<file path="src/rtl/taillight_pkg.sv">
// taillight_pkg: shared state enum, request classes, lamp patterns and counter-width helper.
package taillight_pkg;
  typedef enum logic [2:0] {IDLE, L1, L2, L3, R1, R2, R3, HAZ_ON} state_t;
  typedef enum logic [1:0] {REQ_NONE, REQ_L, REQ_R, REQ_HAZ} req_t;
  localparam logic [2:0] OFF = 3'b000;
  localparam logic [2:0] ONE = 3'b001;
  localparam logic [2:0] TWO = 3'b011;
  localparam logic [2:0] ALL = 3'b111;
  function automatic int tick_w(input int in_clock, input int step_hz);
    return (in_clock / step_hz > 1) ? $clog2(in_clock / step_hz) : 1;
  endfunction
  function automatic req_t state_cls(input state_t s);
    return (s == L1 || s == L2 || s == L3) ? REQ_L :
           (s == R1 || s == R2 || s == R3) ? REQ_R :
           (s == HAZ_ON) ? REQ_HAZ : REQ_NONE;
  endfunction
  function automatic logic [2:0] pattern(input state_t s);
    return (s == L1 || s == R1) ? ONE :
           (s == L2 || s == R2) ? TWO :
           (s == L3 || s == R3 || s == HAZ_ON) ? ALL : OFF;
  endfunction
endpackage

</file>
<file path="src/rtl/step_tick.sv">
// step_tick: 1-cycle step pulse every IN_CLOCK/STEP_HZ cycles; inClock/resetN in, clr restarts the period, tick out.
module step_tick import taillight_pkg::*; #(
  parameter int IN_CLOCK = 50000000,
  parameter int STEP_HZ  = 2
) (
  input  logic inClock,
  input  logic resetN,
  input  logic clr,
  output logic tick
);
  localparam int TICK_MAX = IN_CLOCK / STEP_HZ - 1;
  localparam int W = tick_w(IN_CLOCK, STEP_HZ);
  logic [W-1:0] cnt_q, cnt_d;
  assign tick = cnt_q == W'(TICK_MAX);
  always_comb cnt_d = (clr || tick) ? '0 : cnt_q + 1'b1;
  always_ff @(posedge inClock or negedge resetN)
    if (!resetN) cnt_q <= '0;
    else cnt_q <= cnt_d;
endmodule

</file>
<file path="src/rtl/taillight_sequencer.sv">
// taillight_sequencer: sequential turn/hazard/brake tail lights; switches left/right/hazard/brake in, lightsL/lightsR (bit0 inner) out.
module taillight_sequencer import taillight_pkg::*; #(
  parameter int IN_CLOCK = 50000000,
  parameter int STEP_HZ  = 2
) (
  input  logic       inClock,
  input  logic       resetN,
  input  logic       left,
  input  logic       right,
  input  logic       hazard,
  input  logic       brake,
  output logic [2:0] lightsL,
  output logic [2:0] lightsR
);
  logic [3:0] meta_q, sync_q;
  state_t     state_q, state_d;
  req_t       cls;
  logic       wait_q, wait_d, tick, clr, cancel;
  logic [2:0] pat, lights_l_d, lights_r_d;
  step_tick #(.IN_CLOCK(IN_CLOCK), .STEP_HZ(STEP_HZ)) u_tick (
    .inClock(inClock), .resetN(resetN), .clr(clr), .tick(tick)
  );
  // sync_q = {hazard, brake, right, left}
  always_comb begin
    cls = (sync_q[3] || (sync_q[0] && sync_q[1])) ? REQ_HAZ :
          sync_q[0] ? REQ_L : sync_q[1] ? REQ_R : REQ_NONE;
    state_d = state_q;
    wait_d = wait_q;
    cancel = 1'b0;
    if (state_q == IDLE) begin
      if (!wait_q || tick) begin
        wait_d = 1'b0;
        state_d = cls == REQ_HAZ ? HAZ_ON : cls == REQ_L ? L1 : cls == REQ_R ? R1 : IDLE;
      end
    end else if (cls != state_cls(state_q)) begin
      // class change: drop to the off step; the counter restarts so the off step is a full period
      state_d = IDLE;
      wait_d = cls != REQ_NONE;
      cancel = 1'b1;
    end else if (tick) begin
      state_d = state_q == L1 ? L2 : state_q == L2 ? L3 :
                state_q == R1 ? R2 : state_q == R2 ? R3 : IDLE;
      wait_d = state_d == IDLE;
    end
    clr = cancel || (state_q == IDLE && state_d != IDLE);
    pat = pattern(state_d);
    // turning/hazard side follows its sequence (including the off step); the other side is brake-only
    lights_l_d = (cls == REQ_HAZ || cls == REQ_L) ? pat : {3{sync_q[2]}};
    lights_r_d = (cls == REQ_HAZ || cls == REQ_R) ? pat : {3{sync_q[2]}};
  end
  always_ff @(posedge inClock or negedge resetN)
    if (!resetN) begin
      meta_q  <= '0;
      sync_q  <= '0;
      state_q <= IDLE;
      wait_q  <= 1'b0;
      lightsL <= OFF;
      lightsR <= OFF;
    end else begin
      meta_q  <= {hazard, brake, right, left};
      sync_q  <= meta_q;
      state_q <= state_d;
      wait_q  <= wait_d;
      lightsL <= lights_l_d;
      lightsR <= lights_r_d;
    end
endmodule

</file>
<file path="config.mk">
export PLATFORM = sky130hd
export DESIGN_NAME = taillight_sequencer
export DESIGN_NICKNAME = d
export VERILOG_FILES = /design/src/rtl/taillight_pkg.sv /design/src/rtl/step_tick.sv /design/src/rtl/taillight_sequencer.sv
export SDC_FILE = /design/constraint.sdc
export NUM_CORES = 1
export LEC_CHECK = 0
export CAP_MARGIN = 40
export CORE_MARGIN = 10
export CORE_UTILIZATION = 25
export DETAILED_ROUTE_END_ITERATION = 8
export SLEW_MARGIN = 30
export SYNTH_ARGS = -nofsm -noshare
export SYNTH_HDL_FRONTEND = slang
export SYNTH_SLANG_ARGS = --single-unit
</file>
<file path="constraint.sdc">
create_clock -name inClock -period 3.64 [get_ports inClock]
set_input_delay 0.364 -clock inClock [delete_from_list [all_inputs] [get_ports inClock]]
set_output_delay 0.364 -clock inClock [all_outputs]
set_load 0.03 [all_outputs]
</file>
Word-level counts from Yosys, hierarchy flattened
Index checks and enable logic that the tools add are counted.
Widths: inputs -> output; s select.
Cells by class
  reduce and logical (&&, ||, !) cells: 23
  multiplexer cells: 29
  eq/ne operators: 20
  add/sub/neg operators: 1
Operators by type and width (number)
  $mux 3: 16
  $add 25x1->25 const B: 1
  $eq 25x25->1 const B: 1
  $mux 25: 1
  $eq 3x3->1 const B: 8
  $logic_or 1x1->1: 14
  $eq 3x2->1 const B: 4
  $mux 2: 6
  $eq 3x1->1 const B: 2
  $logic_not 3->1: 2
  $mux 1: 6
  $reduce_bool 3->1: 2
  $eq 2x2->1 const B: 2
  $eq 2x1->1 const B: 1
  $logic_and 1x1->1: 2
  $ne 2x2->1: 1
  $ne 2x2->1 const B: 1
  $reduce_and 2->1: 1
  $reduce_bool 2->1: 1
  $logic_not 1->1: 1
Word-level totals
  input bits: 6
  logic and storage cells: 80
  output and inout port bits: 6
  bits in registers: 43

Longest topological paths before layout
  depth in word-level cells: 16
  mapped depth: 9
  gate-level depth less buffers: 8

Hierarchy
A second synthesis with hierarchy kept.
Unflattened totals
  cell total of the unflattened synthesis: 218
  area, all modules: 2125.8 µm²
By module, submodules not included
  step_tick: instances 1, sequential area each 625.6 µm², area each 1327.5 µm², cells an instance 141
  taillight_sequencer: instances 1, sequential area each 450.4 µm², area each 798.3 µm², cells an instance 77

Least setup slack after synthesis
Ideal clock, no wire load.
  kind: register to register
  start: reg u_tick.cnt_q[10]
  end: reg lightsL[0]
  data required time: 3511 ps
  path buffers: 1
  data arrival time: 2620 ps
  stages on the path, launching flop included: 9
  period minus slack after synthesis: 2750 ps
  setup time: 129 ps
  path slack: 890 ps
  path through: dfrtp_1 > or4_1 > or4_1 > buf_2 > o41a_1 > a31oi_1 > o22a_2 > inv_2 > o41a_1
Between the ends
  cells in the longest elaborated chain, start to end: 11
  elaborated cells between the ends (all ways): 21
  those cells by class: eq/ne (8); mux (8); reduce/logical (5)
Ends and longest elaborated chain
  start: declaration: line step_tick.sv:13  | logic [W-1:0] cnt_q, cnt_d;
  start signal: assignment: line step_tick.sv:18  | else cnt_q <= cnt_d;
  $eq 25x25->1 *: line step_tick.sv:14  | assign tick = cnt_q == W'(TICK_MAX);
  $mux 3 or $logic_or 1x1->1 (tied branches): line taillight_sequencer.sv:40, taillight_sequencer.sv:31
  $mux 3 (on tied branches): line taillight_sequencer.sv:35, taillight_sequencer.sv:31
  $mux 3 *: line taillight_sequencer.sv:30  | if (state_q == IDLE) begin
  net state_d[1]: line taillight_sequencer.sv:16  | state_t state_q, state_d;
  $eq 3x2->1 or $eq 3x3->1 (tied branches): line taillight_pkg.sv:20  | (s == L3 || s == R3 || s == HAZ_ON) ? ALL : OFF;
  $logic_or 1x1->1 (2 in a row): line taillight_pkg.sv:20
  $mux 3: line taillight_pkg.sv:20
  $mux 3: line taillight_pkg.sv:19  | (s == L2 || s == R2) ? TWO :
  $mux 3 *: line taillight_pkg.sv:18  | return (s == L1 || s == R1) ? ONE :
  $mux 3 *: line taillight_sequencer.sv:48  | lights_l_d = (cls == REQ_HAZ || cls == REQ_L) ? pat : {3{sync_q[2]}};
  net lights_l_d[0]: line taillight_sequencer.sv:19  | logic [2:0] pat, lights_l_d, lights_r_d;
  end signal: assignment: line taillight_sequencer.sv:64  | lightsL <= lights_l_d;
  end: declaration: line taillight_sequencer.sv:12  | output logic [2:0] lightsL,
The timed path passes the listed nets; every way through them passes the cells marked *.
A chain may end at the register's enable or synchronous reset.

Worst setup path after layout
  start: reg u_tick.cnt_q[9]
  end: reg u_tick.cnt_q[2]
Between the ends
  cells in the longest elaborated chain, start to end: 9
  elaborated cells between the ends (all ways): 11
  those cells by class: eq/ne (1); mux (5); reduce/logical (5)
Ends and longest elaborated chain
  $eq 25x25->1 *: line step_tick.sv:14
  $mux 3 or $logic_or 1x1->1 (tied branches): line taillight_sequencer.sv:40, taillight_sequencer.sv:31
  $mux 3 (on tied branches): line taillight_sequencer.sv:35, taillight_sequencer.sv:31
  $mux 3: line taillight_sequencer.sv:30
  $reduce_bool 3->1: line taillight_sequencer.sv:45  | clr = cancel || (state_q == IDLE && state_d != IDLE);
  $logic_and 1x1->1: line taillight_sequencer.sv:45
  $logic_or 1x1->1: line taillight_sequencer.sv:45
  $logic_or 1x1->1 *: line step_tick.sv:15  | always_comb cnt_d = (clr || tick) ? '0 : cnt_q + 1'b1;
  $mux 25 *: line step_tick.sv:15
  net u_tick.cnt_d[2]: line step_tick.sv:13
Marks and branches as above.

==> results_dict.tcl <==
set metrics [dict create \
    outcome "complete, no violations" \
    cts_tree "yes" \
    max-cap-violations 0 \
    ys_types 42 \
    finalMaxSlewViolations 0 \
    crit_arrival_ns 3.09 \
    yosysSeqAreaShare 0.523 \
    syn_nets 209 \
    leakage_nw 0.960 \
    syn_inst 202 \
    hold_viol 0 \
    rows 33 \
    grt.total_usage 0.0665 \
    routed_via_density 4.57 \
    n_fill_cell 843 \
    io_buffers 11 \
    die_area_um2 12300 \
    reg2reg_slack_ns 0.72 \
    finalNetCount 222 \
    worst_slack_ns 0.720 \
    finalCriticalPeriod_ns 2.92 \
    synth.cell_area_um2 2060 \
    wl_um 3890 \
    hold_class "input pin to async pin" \
    worstSkewPairLatency_ns 0.29 \
    grt_antenna_before_repair 0 \
    clock_sinks 43 \
    ys_ff_latch 43 \
    diodes 0 \
    dp_slack_ns 0.734 \
    drive_above_1_share 0.102 \
    relSlewSlack 0.601 \
    yosysWarnings 0 \
    via_count 1466 \
    synth_top_area_frac 0.523 \
    rsz0062_at_grt "false" \
    synth_ff_type "dfrtp_1" \
    setup_viol 0 \
    fin_skew_ns 0.00606 \
    first_pass_iters 4 \
    synth_area_leader_cell "dfrtp_1" \
    synth_area_per_cell_um2 10.2 \
    place_area_um2 2300 \
    htreeDepth 2 \
    syn_to_final_growth_pct 17.4 \
    route.detailed.drc 0 \
    max-vdd-ir-drop_mv 0.201 \
    critPathKind "register to register" \
    postCtsHoldBufs 0 \
    stdcell_area_um2 2410 \
    dp_cells 313 \
    finalNonFillerCells 321 \
    fin_util 0.298 \
    cts-buffers-inserted 5 \
    die_w_um 111 \
    regArea_um2 1080 \
    grt_max_degree 26 \
    synthArstFlopShare 1.00 \
    grt_pass1_wl_um 6960 \
    dp_hpwl_um 2750 \
    fp.dieH_um 111 \
    final_cell_mix "43 x dfrtp_1, 21 x nor3_1, 20 x nor2_1" \
    fp.coreArea_um2 8090 \
    ios 12 \
    wire_per_inst_um 12.1 \
    synth_edf_count 0 \
    grt_overflow 0 \
    drt-initial-drc-count 77 \
    path_clk_slew_ns 0.08 \
    ant_nets 0 \
    period_share 0.802 \
    powerDensity_nw_per_um2 591 \
    worstPathRequired_ns 3.81 \
    fmax_mhz 343 \
    cp_max_fo 25 \
    tns_ns 0 \
    start_util 0.254 \
    critPathCaptureType "register" \
    cts_max_path_buffers 2 \
    power_mw 1.43 \
    max_slew.worst_pin.slew_ns 0.598 \
    grt_pass1_vias 1472 \
    synthTopCellsByArea "dfrtp_1 52%, xnor2_1 6.0%, nor3_1 5.1%, xor2_1 3.8%, nor2_1 3.6%" \
    cts_resized 0 \
    cts_root_buf "clkbuf_8" \
    worst_hold_slack_ns 0.0683 \
    layout_commonest_cell "dfrtp_1" \
    startpoint_type "register" \
    postCtsSetupRepairBufs 0 \
    multi_input_area_um2 920 \
    gp_congestion 0.844 \
]
-- final timing paths --
path	startpoint	to	cells after the start
max	u_tick.cnt_q[9]	u_tick.cnt_q[2]	7
min	resetN	meta_q[3]	1
min in group inClock	meta_q[1]	sync_q[1]	0
max in group asynchronous	resetN	u_tick.cnt_q[12]	2
max reg2reg	u_tick.cnt_q[9]	u_tick.cnt_q[2]	7
min reg2reg	meta_q[1]	sync_q[1]	0
-- synth_stat cells, drive strengths merged (3+ instances only) --
library cell,instances
and3,5
nand2,13
xor2,9
nor2,20
a31oi,3
and2,3
dfrtp,43
nand4,7
clkbuf,5
inv,6
xnor2,14
buf,3
nand2b,3
or4,3
nand3,6
nor3,22
or3,3
o21ai,7
and4,3
a21oi,3
-- worst max-delay path, cell delays in order, from the launching register on --
cell and delay [ns]:
dfrtp_1 0.41, or4_1 0.51, or4_1 0.64, o21a_1 0.28, or3_4 0.40, a31oi_4 0.16
buf_4 0.30, nor2_1 0.09
-- power breakdown --
part | internal [mW] | total (mW) | switching [mW]
clock | 0.222 | 0.380 | 0.158
combinational | 0.180 | 0.450 | 0.270
sequential | 0.540 | 0.597 | 0.0580
total | 0.942 | 1.43 | 0.485
-- metal layers --
metal  up-vias  global-route usage  share of wire
li1        739                   -              -
met1       700              0.0820           0.49
met2        22               0.103           0.46
met3         5              0.0227          0.036
met4         0              0.0286          0.018
met5         -                   0              0
-- cell type report --
class,count,area share
sequential,43,0.446
multi-input combinational,145,0.381
timing repair buffer,14,0.0611
tap,105,0.0544
clock buffer,6,0.0342
clock inverter,2,0.0145
inverter,6,0.00933
-- sequential cells by signal (all words and copies together), names as in the netlist --
register      count
lightsR           3
state_q           3
sync_q            4
u_tick.cnt_q     25
meta_q            4
wait_q            1
lightsL           3
-- cell families (layout without fill, tap and decap cells) --
family / count (synthesis) / count (layout) / share of synthesized area
xor gates and xnor gates: 23 / 23 / 0.0979
AOI/OAI and AO/OA: 24 / 24 / 0.0882
and+or+nand+nor: 97 / 97 / 0.255
DFF: 43 / 43 / 0.523
adders and majority gates: 1 / 1 / 0.00608
buffers and inverters: 14 / 28 / 0.0298
(Power assumes the default switching activity.)
